===== config.mk =====
export PLATFORM = sky130hd
export DESIGN_NAME = hit_event_source
export DESIGN_NICKNAME = d
export VERILOG_FILES = /design/src/rtl/hit_event_source.sv
export SDC_FILE = /design/constraint.sdc
export NUM_CORES = 1
export LEC_CHECK = 0
export ABC_AREA = 1
export CAP_MARGIN = 20
export CORE_ASPECT_RATIO = 0.9
export CORE_MARGIN = 2
export CORE_UTILIZATION = 55
export DETAILED_ROUTE_END_ITERATION = 7
export PLACE_DENSITY = 0.83
export SKIP_CTS_REPAIR_TIMING = 1
export SYNTH_ARGS = -nofsm -noshare
export SYNTH_HDL_FRONTEND = slang
export SYNTH_SLANG_ARGS = --single-unit

===== constraint.sdc =====
create_clock -name i_clk -period 2 [get_ports i_clk]
set_clock_uncertainty 0.1 [all_clocks]
set_input_delay 0.2 -clock i_clk [delete_from_list [all_inputs] [get_ports i_clk]]
set_output_delay 0.2 -clock i_clk [all_outputs]
set_load 0.005 [all_outputs]

===== src/rtl/hit_event_source.sv =====
// hit_event_source: timed whack-a-target round generator.
// It lights one target per sample window, debounces the player buttons and
// drives hit/enA into the scorer. The scorer samples once per window, so a
// correct press must hold hit high for the rest of that window.
module hit_event_source #(
  parameter int SAMPLE_PERIOD   = 20000002,
  parameter int DEBOUNCE_CYCLES = 500000,
  parameter int NUM_TARGETS     = 4,
  parameter int ROUND_WINDOWS   = 30
) (
  input  logic                   i_clk,
  input  logic                   i_rst_n,
  input  logic                   i_start,
  input  logic [NUM_TARGETS-1:0] i_buttons,
  output logic [NUM_TARGETS-1:0] o_target_leds,
  output logic                   o_hit,
  output logic                   o_enA,
  output logic                   o_window_tick,
  output logic                   o_round_active,
  output logic [7:0]             o_windows_left
);

  localparam int CNT_W = (SAMPLE_PERIOD > 1) ? $clog2(SAMPLE_PERIOD) : 1;
  localparam int DB_W  = (DEBOUNCE_CYCLES > 1) ? $clog2(DEBOUNCE_CYCLES + 1) : 1;
  localparam int IDX_W = (NUM_TARGETS > 1) ? $clog2(NUM_TARGETS) : 1;

  localparam logic [CNT_W-1:0] CNT_LAST = CNT_W'(SAMPLE_PERIOD - 1);
  localparam logic [DB_W-1:0]  DB_LAST  = DB_W'(DEBOUNCE_CYCLES - 1);
  localparam logic [7:0]       WIN_INIT = 8'(ROUND_WINDOWS);
  localparam logic [15:0]      LFSR_SEED = 16'hACE1;

  localparam logic [1:0] S_IDLE = 2'd0;
  localparam logic [1:0] S_ARM  = 2'd1;
  localparam logic [1:0] S_PLAY = 2'd2;
  localparam logic [1:0] S_DONE = 2'd3;

  // start synchronizer and edge detector
  logic r_start_s1;
  logic r_start_s2;
  logic r_start_d;
  logic w_start_rise;

  // button synchronizers, debounced levels and press pulses
  logic [NUM_TARGETS-1:0] r_btn_s1;
  logic [NUM_TARGETS-1:0] r_btn_s2;
  logic [NUM_TARGETS-1:0] w_db_level;
  logic [NUM_TARGETS-1:0] r_db_prev;
  logic [NUM_TARGETS-1:0] r_press;

  // round control
  logic [15:0]            r_lfsr;
  logic [1:0]             r_state;
  logic [1:0]             w_state_next;
  logic [CNT_W-1:0]       r_win_cnt;
  logic                   w_active;
  logic                   w_tick;
  logic                   w_last_window;
  logic [IDX_W-1:0]       r_target_idx;
  logic [IDX_W-1:0]       w_cand_idx;
  logic [IDX_W-1:0]       w_next_idx;
  logic [NUM_TARGETS-1:0] w_lit_mask;
  logic [7:0]             r_windows_left;
  logic                   r_hit;
  logic                   r_miss;

  // Start synchronizer. These flops come out of reset high so that a start
  // input already held high at reset release never looks like a rising edge.
  always_ff @(posedge i_clk or negedge i_rst_n) begin
    if (!i_rst_n) begin
      r_start_s1 <= 1'b1;
      r_start_s2 <= 1'b1;
      r_start_d  <= 1'b1;
    end else begin
      r_start_s1 <= i_start;
      r_start_s2 <= r_start_s1;
      r_start_d  <= r_start_s2;
    end
  end

  assign w_start_rise = r_start_s2 & ~r_start_d;

  // Button 2-FF synchronizers plus the press pulse generator (0->1 of the
  // debounced level, registered one cycle after the level is accepted).
  always_ff @(posedge i_clk or negedge i_rst_n) begin
    if (!i_rst_n) begin
      r_btn_s1  <= '0;
      r_btn_s2  <= '0;
      r_db_prev <= '0;
      r_press   <= '0;
    end else begin
      r_btn_s1  <= i_buttons;
      r_btn_s2  <= r_btn_s1;
      r_db_prev <= w_db_level;
      r_press   <= w_db_level & ~r_db_prev;
    end
  end

  for (genvar g = 0; g < NUM_TARGETS; g++) begin : g_debounce
    logic            r_level;
    logic [DB_W-1:0] r_cnt;

    // Accept a new level only after it has differed from the current one for
    // DEBOUNCE_CYCLES consecutive cycles; any agreement restarts the count.
    always_ff @(posedge i_clk or negedge i_rst_n) begin
      if (!i_rst_n) begin
        r_level <= 1'b0;
        r_cnt   <= '0;
      end else if (r_btn_s2[g] != r_level) begin
        if (r_cnt == DB_LAST) begin
          r_level <= r_btn_s2[g];
          r_cnt   <= '0;
        end else begin
          r_cnt <= r_cnt + DB_W'(1);
        end
      end else begin
        r_cnt <= '0;
      end
    end

    assign w_db_level[g] = r_level;
  end

  // Free-running 16-bit Fibonacci LFSR, taps 16,14,13,11.
  always_ff @(posedge i_clk or negedge i_rst_n) begin
    if (!i_rst_n) begin
      r_lfsr <= LFSR_SEED;
    end else begin
      r_lfsr <= {r_lfsr[14:0], r_lfsr[15] ^ r_lfsr[13] ^ r_lfsr[12] ^ r_lfsr[10]};
    end
  end

  assign w_active      = (r_state == S_ARM) || (r_state == S_PLAY);
  assign w_tick        = w_active && (r_win_cnt == CNT_LAST);
  assign w_last_window = (r_windows_left == 8'd1);

  // Next target: LFSR low bits, bumped by one when it would repeat.
  always_comb begin
    w_cand_idx = r_lfsr[IDX_W-1:0];
    w_next_idx = w_cand_idx;
    if (w_cand_idx == r_target_idx) begin
      w_next_idx = w_cand_idx + IDX_W'(1);
    end
  end

  assign w_lit_mask = NUM_TARGETS'(1) << r_target_idx;

  // Round state transitions.
  always_comb begin
    w_state_next = r_state;
    case (r_state)
      S_IDLE:  if (w_start_rise) w_state_next = S_ARM;
      S_ARM:   if (w_tick) w_state_next = S_PLAY;
      S_PLAY:  if (w_tick && w_last_window) w_state_next = S_DONE;
      S_DONE:  if (w_start_rise) w_state_next = S_ARM;
      default: w_state_next = S_IDLE;
    endcase
  end

  // State register and window counter; the counter only runs in ARM/PLAY.
  always_ff @(posedge i_clk or negedge i_rst_n) begin
    if (!i_rst_n) begin
      r_state   <= S_IDLE;
      r_win_cnt <= '0;
    end else begin
      r_state <= w_state_next;
      if (!w_active || w_tick) begin
        r_win_cnt <= '0;
      end else begin
        r_win_cnt <= r_win_cnt + CNT_W'(1);
      end
    end
  end

  // Target selection and windows-remaining bookkeeping at window ticks.
  always_ff @(posedge i_clk or negedge i_rst_n) begin
    if (!i_rst_n) begin
      r_target_idx   <= '0;
      r_windows_left <= '0;
    end else if (w_tick) begin
      if (r_state == S_ARM) begin
        r_target_idx   <= w_next_idx;
        r_windows_left <= WIN_INIT;
      end else begin
        r_windows_left <= r_windows_left - 8'd1;
        if (!w_last_window) begin
          r_target_idx <= w_next_idx;
        end
      end
    end
  end

  // Hit/miss latches: the first press of a window decides it. Clearing on
  // the tick takes priority, so a press on the tick cycle is dropped.
  always_ff @(posedge i_clk or negedge i_rst_n) begin
    if (!i_rst_n) begin
      r_hit  <= 1'b0;
      r_miss <= 1'b0;
    end else if ((r_state != S_PLAY) || w_tick) begin
      r_hit  <= 1'b0;
      r_miss <= 1'b0;
    end else if (!r_hit && !r_miss && (|r_press)) begin
      if (r_press == w_lit_mask) begin
        r_hit <= 1'b1;
      end else begin
        r_miss <= 1'b1;
      end
    end
  end

  // Output decode from registered state.
  always_comb begin
    o_target_leds = '0;
    if (r_state == S_PLAY) begin
      o_target_leds = w_lit_mask;
    end else if (r_state == S_DONE) begin
      o_target_leds = '1;
    end
    o_hit          = r_hit;
    o_enA          = (r_state == S_PLAY);
    o_window_tick  = w_tick;
    o_round_active = w_active;
    o_windows_left = r_windows_left;
  end

endmodule


; Word-level counts from Yosys, hierarchy flattened
; Cells that the tools add are included.
; Widths: inputs -> output; s select.
[op_classes]
n_reduce_logical = 23
muxes = 25
n_shift = 1
n_bitwise = 7
eq_ne = 21
addsub = 7
[op_table]
columns = op, count
row1 = $mux 19, 8
row2 = $add 19x1->19 const B, 4
row3 = $eq 19x19->1 const B, 4
row4 = $add 25x1->25 const B, 1
row5 = $eq 25x25->1 const B, 1
row6 = $mux 25, 1
row7 = $reduce_and 2->1, 7
row8 = $mux 2, 6
row9 = $eq 8x1->1 const B, 1
row10 = $mux 4, 2
row11 = $mux 8, 1
row12 = $sub 8x1->8 const B, 1
row13 = $mux 1, 6
row14 = $ne 2x1->1 const B, 3
row15 = $ne 2x2->1 const B, 3
row16 = $pmux 2 s3, 1
row17 = $and 4x4->4, 1
row18 = $eq 2x2->1 const B, 2
row19 = $eq 4x4->1, 1
row20 = $logic_and 1x1->1, 4
row21 = $ne 1x1->1, 4
row22 = $not 4->4, 1
row23 = $reduce_bool 2->1, 2
row24 = $reduce_or 4->1, 1
row25 = 12 further kinds, 18
[totals]
register_bits = 154
out_inout_bits = 16
elab_cells = 106
inputBits = 7

; Depth between registers and ports, before layout
[depth]
ltp_word = 6
mapped_depth = 12
mapped_depth_nobuf = 11

; Least setup slack after synthesis
; OpenSTA, ideal clock, no wires.
[synth_timing]
kind = reg-to-reg
start = register g_debounce[1].r_cnt[0]
end = register g_debounce[1].r_cnt[13]
slack_ns = 0.469
stages_incl_launch_ff = 9
arrival_time_ns = 1.306
cell_sequence = dfrtp_1 ha_1 nand2_1 nor2_1 inv_1 nor3_1 nand2_1 nand2_1 nor3_1
[synth_between]
elab_chain_len = 3
elab_cells_between_ends = 4
[synth_rtl]
columns = item, line_no
row1 = start: declaration, 100  ; logic [DB_W-1:0] r_cnt;
row2 = start signal: assignment, 113  ; r_cnt <= r_cnt + DB_W'(1);
row3 = $add 19x1->19 or $eq 19x19->1 (tied branches), "113, 109"
row4 = $mux 19 (*), 109  ; if (r_cnt == DB_LAST) begin
row5 = $mux 19 (*), 108  ; end else if (r_btn_s2[g] != r_level) begin
; Mark *: on every way between the ends. The rest lies on a longest branch, timed or not.
; A chain may end at the register's enable or synchronous reset.

; Final worst setup path
[layout_timing]
start = register r_win_cnt[1]
end = output o_window_tick
[layout_between]
elab_chain_len = 2
[layout_rtl]
columns = item, line_no
row1 = start: declaration, 54  ; logic [CNT_W-1:0] r_win_cnt;
row2 = start signal: assignment, 169  ; r_win_cnt <= r_win_cnt + CNT_W'(1);
row3 = $eq 25x25->1, 133  ; assign w_tick = w_active && (r_win_cnt == CNT_LAST);
row4 = $logic_and 1x1->1, 133
row5 = end: declaration, 18  ; output logic o_window_tick,
; No other way between the ends.

==> results.md <==
| Stage | Quantity | Value |
|---|---|---|
| critical path | Nature of the critical path startpoint | flip-flop |
| final layout | Final-layout fill cell count | 1118 |
| global route | Largest net degree at the start of global routing | 46 |
| detailed routing | Highest metal layer with signal wires | met4 |
| critical path | Type of destination of the critical path | output port |
| floorplan | Horizontal die dimension | 130.4 um |
| detailed routing | Number of detailed-route iterations in the first pass | 5 |
| global route | Number of global-route vias before repair | 6348 |
| final layout | Layout-stage area growth over the synthesis result | 15.12% |
| timing | Maximum clock frequency | 520.3 MHz |
| critical path | Arrival time worst endpoint | 1.62 ns |
| global route | Overflow left after global routing | 0 |
| timing | Final Hold Fails | 0 |
| critical path | Peak fanout along the critical path | 2 |
| pwr | Portion of total power attributed to combinational logic | 13.8% |
| detailed routing | Number of remaining DRC errors | 0 |
| synthesis | Proportion of netlist area held by the largest area contributor | 45.24% |
| clock tree | Sinks on Clock Net | 154 |
| clock tree | CTS H-tree lvls | 4 |
| synthesis | Multiplexer fraction of the synthesized cell area | 0.1265% |
| clock tree | Number of buffers added by the clock tree synthesis step | 17 |
| pwr | Power Internal | 5722 uW |
| final layout | Number of inserted diodes | 0 |
| clock tree | Clock Latency Late Sink | 0.42 ns |
| synthesis | Async set-reset flop share out of synthesis | 100.0% |
| global route | Aggregate global-route resource usage | 23.29% |
| final layout | Final standard cell utilization of the core | 64.79% |
| timing | Final Max Tran Viols | 0 |
| synthesis | Synthesized-area fraction occupied by adder cells | 1.740% |
| global route | Initial antenna violation count | 0 |
| detailed routing | DR WL/cell | 13.26 um |
| synthesis | Main combinational cell family by area after synthesis | simple AND/OR/NAND/NOR gates |
| clock tree | Root Buffer Master | sky130_fd_sc_hd__clkbuf_16 |
| timing | Unrepaired setup endpoints after global routing | yes |
| detailed routing | Vias per inst | 5.321 |
| timing | Final cycle utilization of the critical path | 96.10% |
| synthesis | Library cell occupying the most area in the post-synthesis netlist | sky130_fd_sc_hd__dfrtp_1 |
| pwr | Pwr Density | 840.9 nW/um^2 |
| synthesis | Average cell area after synthesis | 7.910 um^2 |
| pwr | Clock share of power | 43.5% |
| timing | Tightest slew margin relative to the limit | 69.67% |
| placement | Routability congestion estimate from global placement | 0.9504 |
| critical path | Setup CP Type | flip-flop to output port |
| synthesis | Number of standard cells after synthesis | 1000 |
| detailed routing | Drt first-iter violations | 585 |
| synthesis | Summed instance area of the synthesized netlist | 7910 um^2 |
| floorplan | Die outline area | 15360 um^2 |
| synthesis | Post-synthesis compound-gate area fraction | 3.448% |
| pwr | Static power due to leakage | 0.004022 uW |
| floorplan | Ports placed on the boundary | 23 |
| synthesis | Syn nets | 1018 |
| synthesis | EDFF count, synth | 0 |
| pwr | Switching power total | 1936 uW |
| synthesis | Top_reg_cell synth | sky130_fd_sc_hd__dfrtp_1 |
| synthesis | Sequential area share after synthesis | 48.89% |
| synthesis | Area contributors post-synth | sky130_fd_sc_hd__dfrtp_1 45%, sky130_fd_sc_hd__nor2_1 10%, sky130_fd_sc_hd__nand2_1 9.9% |
| synthesis | Number of flip-flops and latches in the synthesized netlist | 154 |
| placement | Number of buffer cells added on primary ports | 22 |
| timing | Slack of the critical path | 0.07796 ns |
| clock tree | Clock transition at path regs | 0.06 ns |
| pwr | Maximum resistive drop on vdd | 0.6385 mV |
| detailed routing | WL met1 | 7.645 mm |
| status | Outcome | complete, no violations |
| floorplan | Die Height | 117.8 um |
| worst hold path | Class of the most critical hold timing path | primary input to flip-flop |
| detailed routing | Routed Antenna Nets | 0 |
| synthesis | Share of the synthesized netlist area taken by xor and xnor gates | 5.647% |
| detailed routing | Total Wirelength | 16.62 mm |
| pwr | Sequential share of power | 42.7% |
| timing | Setup Viol. Count Final | 0 |
| timing | Worst Tran Pin Value | 0.4514 ns |
| floorplan | Core ar. | 14060 um^2 |
| global route | Global-route wire length before repair | 28.72 mm |
| synthesis | Distinct cell type count of the synthesized netlist | 37 |
| floorplan | Initial core utilization | 56.28% |
| detailed routing | Routed wire length on met2 | 7.876 mm |
| final layout | Final #Nets | 1065 |
| job | Max cap viols | 0 |
| synthesis | Share of synthesized cell area in and, or, nand and nor gates | 33.64% |
| detailed routing | Vias | 6667 |
| synthesis | Warning count from the yosys run | 0 |
| placement | Total half-perimeter wirelength after legalization and detailed placement | 11.88 mm |
| placement | Worst setup timing slack at the placement stage | 0.1065 ns |
| timing | Final critical delay including setup and external delays | 1.922 ns |
| clock tree | CTS tree | built |
| floorplan | Number of placement rows | 41 |
| final layout | Proportion of layout cells with a drive suffix above 1 | 8.396% |
| pwr | Switching fraction of total power | 25.28% |
| critical path | Required time of the worst setup path | 1.70 ns |
| clock tree | Clock Path Buffers | 2 |
| detailed routing | Length of routed met3 wiring | 873 um |
==> synthesized netlist by cell type (8+ instances only) <==
cell type / instances
sky130_fd_sc_hd__a21oi_1: 18
sky130_fd_sc_hd__nor2_1: 217
sky130_fd_sc_hd__nand3_1: 72
sky130_fd_sc_hd__nand2_1: 208
sky130_fd_sc_hd__xor2_1: 41
sky130_fd_sc_hd__o21ai_0: 19
sky130_fd_sc_hd__nor3b_1: 14
sky130_fd_sc_hd__dfrtp_1: 143
sky130_fd_sc_hd__dfstp_2: 11
sky130_fd_sc_hd__nor2_2: 8
sky130_fd_sc_hd__inv_1: 120
sky130_fd_sc_hd__nand4_1: 37
sky130_fd_sc_hd__ha_1: 11
sky130_fd_sc_hd__xnor2_1: 10
sky130_fd_sc_hd__nor3_1: 25
==> power groups by stage <==
stage	logic (uW)	clock network (uW)	registers [uW]
floorplan	571	0	3310
global placement	1010	0	3310
detailed placement	1030	0	3320
CTS	1040	3380	3260
global route	1170	3540	3280
finish	1060	3330	3270
==> final timing paths <==
check / start / end / slack, ns / depth (start not counted)
max: r_win_cnt[1] / o_window_tick / 0.08 / 9
min reg2reg: r_btn_s1[1] / r_btn_s2[1] / 0.25 / 0
min: i_start / r_start_s1 / 0.09 / 1
max reg2reg: g_debounce[2].r_cnt[0] / g_debounce[2].r_cnt[16] / 0.23 / 8
min in group asynchronous: i_rst_n / r_win_cnt[21] / 0.16 / 2
max in group asynchronous: i_rst_n / r_lfsr[5] / 1.00 / 3
==> layout make-up <==
cell class / count / area (um^2) / share of cell area [%]
clock buffer: 25 / 505.5 / 5.551
clock inverter: 7 / 112.6 / 1.237
inverter: 123 / 461.7 / 5.070
multi-input combinational: 715 / 3546 / 38.94
sequential: 154 / 3867 / 42.47
tap: 193 / 241.5 / 2.652
timing repair buffer: 36 / 371.6 / 4.081
==> per-stage QoR <==
step	hold slack (ns)	area, um^2	cells	total power [uW]	setup TNS [ns]
2_1_floorplan	-0.1956	7910	1000	3885	0
3_3_place_gp	0.03248	8443	1220	4325	0
3_5_place_dp	0.03125	8443	1220	4348	0
4_1_cts	-0.4151	9061	1252	7681	-1.354
5_1_grt	0.07874	9106	1253	7987	-0.07719
6_report	0.08745	9106	1253	7658	0
==> sequential cells by signal, summed over array words and instances, names as in the netlist, 8 cells and up <==
signal            cells
o_windows_left        8
r_win_cnt            25
g_debounce.r_cnt     76
r_lfsr               16
==> worst max-delay path, stage by stage (launching register included) <==
cell and delay, ns:
sky130_fd_sc_hd__dfrtp_1 0.38, sky130_fd_sc_hd__inv_1 0.06, sky130_fd_sc_hd__ha_1 0.13, sky130_fd_sc_hd__nand2_1 0.04
sky130_fd_sc_hd__inv_1 0.04, sky130_fd_sc_hd__nand2_1 0.05, sky130_fd_sc_hd__nor2_2 0.12, sky130_fd_sc_hd__nand3_2 0.13
sky130_fd_sc_hd__nor2_4 0.12, sky130_fd_sc_hd__dlymetal6s2s_1 0.13
==> logic make-up (layout without fill, tap and decap cells) <==
group,after synthesis,in the layout
XOR/XNOR,51,51
flip-flops,154,154
multiplexers,1,1
AO/OA/AOI/OAI,50,50
adder cells (fa/ha/maj),11,11
AND/OR/NAND/NOR,602,602
buffers and inverters,131,191
==> placed cells by master (no fill, tap or decap), types with 2 or more instances in the layout <==
cell / netlist / final
sky130_fd_sc_hd__dfstp_2: 11 / 11
sky130_fd_sc_hd__nand2_2: 6 / 7
sky130_fd_sc_hd__clkdlybuf4s50_1: 0 / 14
sky130_fd_sc_hd__nand2_1: 208 / 207
sky130_fd_sc_hd__bufinv_16: 0 / 3
sky130_fd_sc_hd__nor3_1: 25 / 25
sky130_fd_sc_hd__buf_12: 0 / 2
sky130_fd_sc_hd__nor2_4: 4 / 4
sky130_fd_sc_hd__nor3b_1: 14 / 14
sky130_fd_sc_hd__ha_1: 11 / 10
sky130_fd_sc_hd__dlymetal6s2s_1: 0 / 7
sky130_fd_sc_hd__o21ai_0: 19 / 19
sky130_fd_sc_hd__clkinv_2: 0 / 3
sky130_fd_sc_hd__a21oi_1: 18 / 18
sky130_fd_sc_hd__nor3_4: 2 / 2
sky130_fd_sc_hd__inv_1: 120 / 117
sky130_fd_sc_hd__buf_4: 2 / 11
sky130_fd_sc_hd__o211ai_1: 2 / 2
sky130_fd_sc_hd__a31oi_1: 3 / 3
sky130_fd_sc_hd__o21ai_1: 3 / 3
sky130_fd_sc_hd__nand3_2: 2 / 2
sky130_fd_sc_hd__nand3_1: 72 / 72
sky130_fd_sc_hd__dfrtp_1: 143 / 143
sky130_fd_sc_hd__nor2_1: 217 / 216
sky130_fd_sc_hd__xor2_1: 41 / 41
sky130_fd_sc_hd__clkbuf_1: 4 / 3
sky130_fd_sc_hd__nor3_2: 2 / 2
sky130_fd_sc_hd__clkbuf_8: 0 / 5
sky130_fd_sc_hd__nand4_1: 37 / 37
sky130_fd_sc_hd__xnor2_1: 10 / 10
sky130_fd_sc_hd__o21bai_1: 3 / 3
sky130_fd_sc_hd__inv_2: 2 / 5
sky130_fd_sc_hd__clkbuf_16: 0 / 17
sky130_fd_sc_hd__nor2_2: 8 / 9
==> per-layer routing <==
metal | track usage [%] | vias up
met5 | 0 | -
met4 | 6.981 | 0
li1 | - | 3285
met2 | 36.19 | 219
met1 | 32.35 | 3135
met3 | 6.000 | 28
No activity file was read; power rests on OpenSTA's default activity.
